### config.mk
export PLATFORM = sky130hd
export DESIGN_NAME = delay_sweep_ctrl
export DESIGN_NICKNAME = d
export VERILOG_FILES = /design/src/rtl/delay_sweep_ctrl.sv
export SDC_FILE = /design/constraint.sdc
export NUM_CORES = 1
export LEC_CHECK = 0
export CORE_UTILIZATION = 35
export DETAILED_ROUTE_END_ITERATION = 16
export PLACE_DENSITY_LB_ADDON = 0.15
export SYNTH_ARGS = -nofsm -noshare
export SYNTH_HDL_FRONTEND = slang
export SYNTH_SLANG_ARGS = --single-unit
### constraint.sdc
create_clock -name clk -period 3.6 [get_ports clk]
set_input_delay 0.36 -clock clk [delete_from_list [all_inputs] [get_ports clk]]
set_output_delay 0.36 -clock clk [all_outputs]
set_load 0.02 [all_outputs]
### src/rtl/delay_sweep_ctrl.sv
// delay_sweep_ctrl: steps a pulse-generator delay across a sweep and
// gates digitizer acquisition for a fixed number of periods per step.
module delay_sweep_ctrl #(
    parameter int DW = 16,
    parameter int CW = 16
) (
    input  logic          clk,
    input  logic          reset,
    input  logic          start,
    input  logic          abort,
    input  logic [DW-1:0] del_start,
    input  logic [DW-1:0] del_step,
    input  logic [CW-1:0] n_steps,
    input  logic [CW-1:0] shots,
    input  logic          sync_in,
    output logic [DW-1:0] del_out,
    output logic [CW-1:0] step_idx,
    output logic          busy,
    output logic          acq_en,
    output logic          step_done,
    output logic          done,
    output logic          sat
);

    typedef enum logic [1:0] {
        IDLE,
        SETTLE,
        ACQ,
        DONE
    } state_t;

    state_t        state_q, state_d;
    logic [DW-1:0] del_q, del_d;
    logic [DW-1:0] step_q, step_d;
    logic [CW-1:0] idx_q, idx_d;
    logic [CW-1:0] nst_q, nst_d;
    logic [CW-1:0] shots_q, shots_d;
    logic [CW-1:0] shot_q, shot_d;
    logic          acq_q, acq_d;
    logic          sdone_q, sdone_d;
    logic          done_q, done_d;
    logic          sat_q, sat_d;

    logic          s1_q, s2_q, s3_q;
    logic          edge_q, edge_d;

    logic [DW:0]   sum;
    logic [CW-1:0] shot_inc;
    logic          last_shot;
    logic          last_step;

    // edge event: rises one cycle after the synchronized sync_in goes high
    always_comb begin
        edge_d = s2_q & ~s3_q;
    end

    // two-flop synchronizer plus delayed copy for edge detection
    always_ff @(posedge clk or negedge reset) begin
        if (!reset) begin
            s1_q   <= 1'b0;
            s2_q   <= 1'b0;
            s3_q   <= 1'b0;
            edge_q <= 1'b0;
        end else begin
            s1_q   <= sync_in;
            s2_q   <= s1_q;
            s3_q   <= s2_q;
            edge_q <= edge_d;
        end
    end

    // saturating delay increment and step/shot terminal conditions
    always_comb begin
        sum       = {1'b0, del_q} + {1'b0, step_q};
        shot_inc  = shot_q + CW'(1);
        last_shot = (shot_inc == shots_q);
        last_step = (idx_q == nst_q - CW'(1));
    end

    // sweep sequencer: next state and registered outputs
    always_comb begin
        state_d = state_q;
        del_d   = del_q;
        step_d  = step_q;
        idx_d   = idx_q;
        nst_d   = nst_q;
        shots_d = shots_q;
        shot_d  = shot_q;
        acq_d   = acq_q;
        sat_d   = sat_q;
        sdone_d = 1'b0;
        done_d  = 1'b0;
        case (state_q)
            IDLE: begin
                if (start) begin
                    if (n_steps != '0 && shots != '0) begin
                        step_d  = del_step;
                        nst_d   = n_steps;
                        shots_d = shots;
                        del_d   = del_start;
                        idx_d   = '0;
                        sat_d   = 1'b0;
                        shot_d  = '0;
                        state_d = SETTLE;
                    end else begin
                        done_d = 1'b1;
                    end
                end
            end
            SETTLE: begin
                if (abort) begin
                    acq_d   = 1'b0;
                    state_d = IDLE;
                end else if (edge_q) begin
                    shot_d  = '0;
                    acq_d   = 1'b1;
                    state_d = ACQ;
                end
            end
            ACQ: begin
                if (abort) begin
                    acq_d   = 1'b0;
                    state_d = IDLE;
                end else if (edge_q) begin
                    if (last_shot) begin
                        sdone_d = 1'b1;
                        acq_d   = 1'b0;
                        shot_d  = '0;
                        if (last_step) begin
                            state_d = DONE;
                        end else begin
                            if (sum[DW]) begin
                                del_d = '1;
                                sat_d = 1'b1;
                            end else begin
                                del_d = sum[DW-1:0];
                            end
                            idx_d   = idx_q + CW'(1);
                            state_d = SETTLE;
                        end
                    end else begin
                        shot_d = shot_inc;
                    end
                end
            end
            DONE: begin
                acq_d   = 1'b0;
                state_d = IDLE;
                if (!abort) begin
                    done_d = 1'b1;
                end
            end
            default: begin
                acq_d   = 1'b0;
                state_d = IDLE;
            end
        endcase
    end

    // sequencer state and output registers
    always_ff @(posedge clk or negedge reset) begin
        if (!reset) begin
            state_q <= IDLE;
            del_q   <= '0;
            step_q  <= '0;
            idx_q   <= '0;
            nst_q   <= '0;
            shots_q <= '0;
            shot_q  <= '0;
            acq_q   <= 1'b0;
            sdone_q <= 1'b0;
            done_q  <= 1'b0;
            sat_q   <= 1'b0;
        end else begin
            state_q <= state_d;
            del_q   <= del_d;
            step_q  <= step_d;
            idx_q   <= idx_d;
            nst_q   <= nst_d;
            shots_q <= shots_d;
            shot_q  <= shot_d;
            acq_q   <= acq_d;
            sdone_q <= sdone_d;
            done_q  <= done_d;
            sat_q   <= sat_d;
        end
    end

    assign del_out   = del_q;
    assign step_idx  = idx_q;
    assign busy      = (state_q != IDLE);
    assign acq_en    = acq_q;
    assign step_done = sdone_q;
    assign done      = done_q;
    assign sat       = sat_q;

endmodule

**Word level (Yosys, flattened, before mapping)**

Cells that the tools add are included.
Widths: inputs -> output; s select.

- Bits in registers: 106
- Input port bits: 69
- Logic and storage cells: 104

- Add/sub/neg operators: 4
- Eq/ne operators: 17
- Multiplexer cells: 52
- Bitwise gates (word level): 2
- Reductions and logical operators: 14

Operators with widths:

| operator | count |
|---|---|
| $mux 16 | 18 |
| $pmux 16 s2 | 2 |
| $pmux 16 s3 | 1 |
| $add 16x1->16 const B | 2 |
| $eq 16x16->1 | 2 |
| $reduce_bool 16->1 | 2 |
| $mux 1 | 19 |
| $ne 2x2->1 const B | 9 |
| $add 16x16->17 | 1 |
| $mux 2 | 8 |
| $sub 16x1->16 const B | 1 |
| $reduce_and 7->1 | 2 |
| $ne 3x3->1 const B | 3 |
| $pmux 2 s4 | 1 |
| $reduce_and 8->1 | 1 |
| $reduce_bool 3->1 | 2 |
| $reduce_and 5->1 | 1 |
| $eq 2x2->1 const B | 2 |
| $pmux 1 s2 | 2 |
| $reduce_and 4->1 | 1 |
| $reduce_bool 2->1 | 2 |
| $pmux 1 s3 | 1 |
| $reduce_and 3->1 | 1 |
| $eq 2x1->1 const B | 1 |
| other kinds (4) | 4 |

**Longest topological paths before layout**

- Depth after elaboration: 7
- Mapped depth: 13

**Worst setup path before layout**

No wires, ideal clock.

- Path type: reg-to-reg
- Start: reg shot_q[0]
- End: reg idx_q[7] (netlist: step_idx[7])
- Setup time: 0.128 ns
- Arrival time: 2.957 ns
- Data required time: 3.472 ns
- Slack: 0.516 ns
- Cell stages (with the launch flop): 12
- Cell sequence: dfrtp_1 ha_1 and4_1 buf_2 nand4_1 xnor2_1 nor3b_1 a41oi_1 or3_4 buf_6 nor4_1 mux2_1

- Longest elaborated chain between the ends: 4

RTL lines:

| item | line | RTL |
|---|---|---|
| start, declared | 38 | `logic [CW-1:0] shot_q, shot_d;` |
| start signal, assigned | 181 | `shot_q <= shot_d;` |
| $add 16x1->16 | 75 | `shot_inc = shot_q + CW'(1);` |
| $eq 16x16->1 | 76 | `last_shot = (shot_inc == shots_q);` |
| $ne 2x2->1 (no source line) | n/a |  |
| $reduce_and 7->1 (no source line) | n/a |  |
| end signal, assigned | 178 | `idx_q <= idx_d;` |
| end, declared | 35 | `logic [CW-1:0] idx_q, idx_d;` |

No other way between the ends.
A chain may end at the register's enable or synchronous reset.

**Final worst setup path**

- Start: reg shot_q[0]
- End: reg idx_q[11] (netlist: step_idx[11])

Same word-level chain as after synthesis.

==> flow_summary_export.csv <==
group,metric,value,unit
status,status,"completed",
finish,antenna_cells,0,
placed_design,dp_hpwl,14400,um
logic_synthesis,synth-seq-cells,106,
finish,drive_above_1_share,0.128,
global_routing,grt_max_degree,58,
logic_synthesis,yosysWarnings,0,
power,finalPower,6630,uW
timing,fin_crit,3.38,ns
timing,fin_tns_setup,0,ns
logic_synthesis,yosys-top-cells-area,"dfrtp_1 39%, mux2_2 8.3%, ha_1 4.2%",
timing,finClkSkew,0.0120,ns
timing,post-route-period-util,0.940,
die,fp.dieH,142,um
clock_tree,clock_insertion_delay_worst_skew,0.36,ns
route,drtIter0Drc,331,
die,dieArea,20100,um2
timing,slew-limit-headroom,0.328,
route,viasPerCell,5.49,
critical_path,cpPeakStageDelay,0.56,ns
critical_path,rrSetupSlack,0.22,ns
global_routing,grt_pass1_vias,5875,
logic_synthesis,syn_nets,813,
logic_synthesis,ys_seq_area_frac,0.389,
clock_tree,post-cts-setup-buffers,0,
job,drv_cap,0,
logic_synthesis,post-synth-top-area-cell,"dfrtp_1",
critical_path,cpLargestDelayFamily,"simple AND/OR/NAND/NOR gates",
logic_synthesis,syn_inst,720,
power,irDropWorstVdd,0.393,mV
die,die_w,142,um
timing,hold_viol,0,
clock_tree,cts_htree_levels,3,
logic_synthesis,synth_area,6820,um2
route,ant_nets,0,
clock_tree,cts.sinks,106,
clock_tree,cts_buffers,9,
placed_design,place_congestion,0.872,
clock_tree,clk_pin_slew,0.08,ns
global_routing,grt_usage,0.201,
critical_path,crit_path_start_kind,"register",
die,initial_utilization,0.361,
route,via_count,5934,
critical_path,crit_fanout,26,
min_path,hold_class,"in2async",
clock_tree,ctsLongestPathBuffers,2,
power,p_per_area,781,nW/um2
die,ios,106,
timing,maxSlewViolCount,0,
critical_path,crit_chain,"ha_1 > and4_2 > nand4_1 > xnor2_1 > nor3b_1 > a41oi_1 > or3_4 > or4_1 > a21oi_1",
critical_path,path_class,"reg2reg",
logic_synthesis,synth_edf_count,0,
power,p_leak,0.00339,uW
route,wirelength,19500,um
timing,setup_viol,0,
critical_path,end_kind,"register",
logic_synthesis,syn_avg_cell_area,9.48,um2
critical_path,cpMaxStageDelayCell,"or3_4",
logic_synthesis,ys_types,74,
clock_tree,cts_hold_repair.buffers,0,
clock_tree,tritoncts,"yes",
global_routing,antenna_found_initial,0,
finish,syn2layout_area_growth,24.4,%
clock_tree,ctsResizeCount,0,
finish,layout.nets,910,
critical_path,worstPathRequired,3.87,ns
logic_synthesis,synth_ff_type,"dfrtp_1",
timing,fmax,0.296,GHz
timing,worst_pin_slew,0.982,ns
route,drt_first_pass_iters,4,
global_routing,grt-ovfl-total,0,
finish,nFillCells,1809,
placed_design,io_buffers,105,
critical_path,cp_num_buf_inv,0,
critical_path,cp_data_arrival_time,3.65,ns
timing,rsz0062_at_grt,"false",
logic_synthesis,async_flop_share,1.00,
die,core_area,18900,um2
route,wl_per_cell,18.0,um
global_routing,grt_pass1_wl,31100,um
route,drc,0,
die,num_rows,50,
logic_synthesis,post-synth-top-area-fraction,0.389,
clock_tree,root_buffer,"clkbuf_16",
## worst register-to-register path, cell delays in order (launching register included)
cell and delay [ns]:
dfrtp_1 0.44, ha_1 0.20, and4_2 0.41, nand4_1 0.20
xnor2_1 0.17, nor3b_1 0.35, a41oi_1 0.23, or3_4 0.56
or4_1 0.56, a21oi_1 0.18
## final cells by class
type,count,area (um2),share of cell area
Clock buffer,9,225,0.0265
Clock inverter,6,90.1,0.0106
Inverter,22,82.6,0.00973
Multi-Input combinational cell,552,3900,0.459
Sequential cell,106,2650,0.312
Tap cell,260,325,0.0383
Timing Repair Buffer,126,1220,0.144
## where the power goes
part | total, uW | internal [uW] | switching (uW)
combinational | 3500 | 1650 | 1850
sequential | 2060 | 1600 | 465
clock | 1080 | 610 | 466
## final timing paths
| check | from | endpoint | cells past startpoint |
|---|---|---|---|
| setup reg to reg | shot_q[0]$_DFFE_PN0P_ | step_idx[11]$_DFFE_PN0P_ | 9 |
| max in group asynchronous | reset | nst_q[5]$_DFFE_PN0P_ | 2 |
| hold reg to reg | s1_q$_DFF_PN0_ | s2_q$_DFF_PN0_ | 0 |
| hold / removal | reset | shot_q[6]$_DFFE_PN0P_ | 1 |
| min in group clk | s1_q$_DFF_PN0_ | s2_q$_DFF_PN0_ | 0 |
| setup / recovery | shot_q[0]$_DFFE_PN0P_ | step_idx[11]$_DFFE_PN0P_ | 9 |
## placed cells by master (no fill, tap or decap), drive strengths merged, types with 4 or more instances in the layout
cell type and count:
o21ai 26, nand2 53, nor3b 4, mux2 51
nor3 14, and3 8, xor2 14, nand2b 10
nor2b 7, a22oi 4, ha 23, clkdlybuf4s50 104
xnor2 27, a31oi 8, o21a 7, or4 15
clkbuf 9, and2 6, nor4 17, inv 24
dfrtp 106, o22ai 4, or3 11, mux2i 11
a211oi 4, a2111oi 5, nand4 11, buf 22
and4 4, nor2 50, nand3 24, a21oi 54
a21o 7, o31ai 30, o211ai 5
## stage by stage
stage	instance area (um2)	utilization	std cells	hold WS [ns]	setup slack (ns)
after floorplan	6820	-	720	0.0644	0.516
after global placement	8170	0.433	1066	0.338	0.229
after detailed placement	8170	0.433	1066	0.349	0.178
after CTS	8490	0.449	1081	0.110	0.138
after global routing	8490	0.449	1081	0.140	0.0165
final	8490	0.449	1081	0.0698	0.218
## registers in the layout, indices dropped and copies added (netlist names)
signal and cells:
acq_en 1, del_out 16, done 1, edge_q 1
nst_q 16, s1_q 1, s2_q 1, s3_q 1
sat 1, shot_q 16, shots_q 16, state_q 2
step_done 1, step_idx 16, step_q 16
## cell families (layout without fill, tap and decap cells)
group,after synthesis,count (layout),synth area share
xor gates and xnor gates,41,41,0.0548
buffers and inverters,62,163,0.0405
AOI/OAI and AO/OA,181,181,0.178
and+or+nand+nor,244,244,0.192
muxes,62,62,0.100
DFF,106,106,0.389
adders and majority gates,24,24,0.0451
## synthesized netlist by cell type, types with 15 or more instances
| cell type | number |
|---|---|
| o21ai_0 | 26 |
| dfrtp_1 | 106 |
| nand3_1 | 24 |
| nor4_1 | 15 |
| xnor2_1 | 25 |
| inv_1 | 22 |
| mux2_2 | 50 |
| ha_1 | 23 |
| nand2_1 | 53 |
| o31ai_1 | 30 |
| a21oi_1 | 54 |
| clkbuf_1 | 23 |
| nor2_1 | 50 |
## routing by layer
| layer | wire length (um) | up-vias | part of all wire | global-route usage |
|---|---|---|---|---|
| li1 | - | 2863 | - | - |
| met3 | 972 | 17 | 0.050 | 0.0462 |
| met2 | 9070 | 171 | 0.47 | 0.327 |
| met1 | 9200 | 2883 | 0.47 | 0.269 |
| met4 | 221 | 0 | 0.011 | 0.0481 |
| met5 | 0 | - | 0 | 0 |
Power figures use the tool's default switching activity.
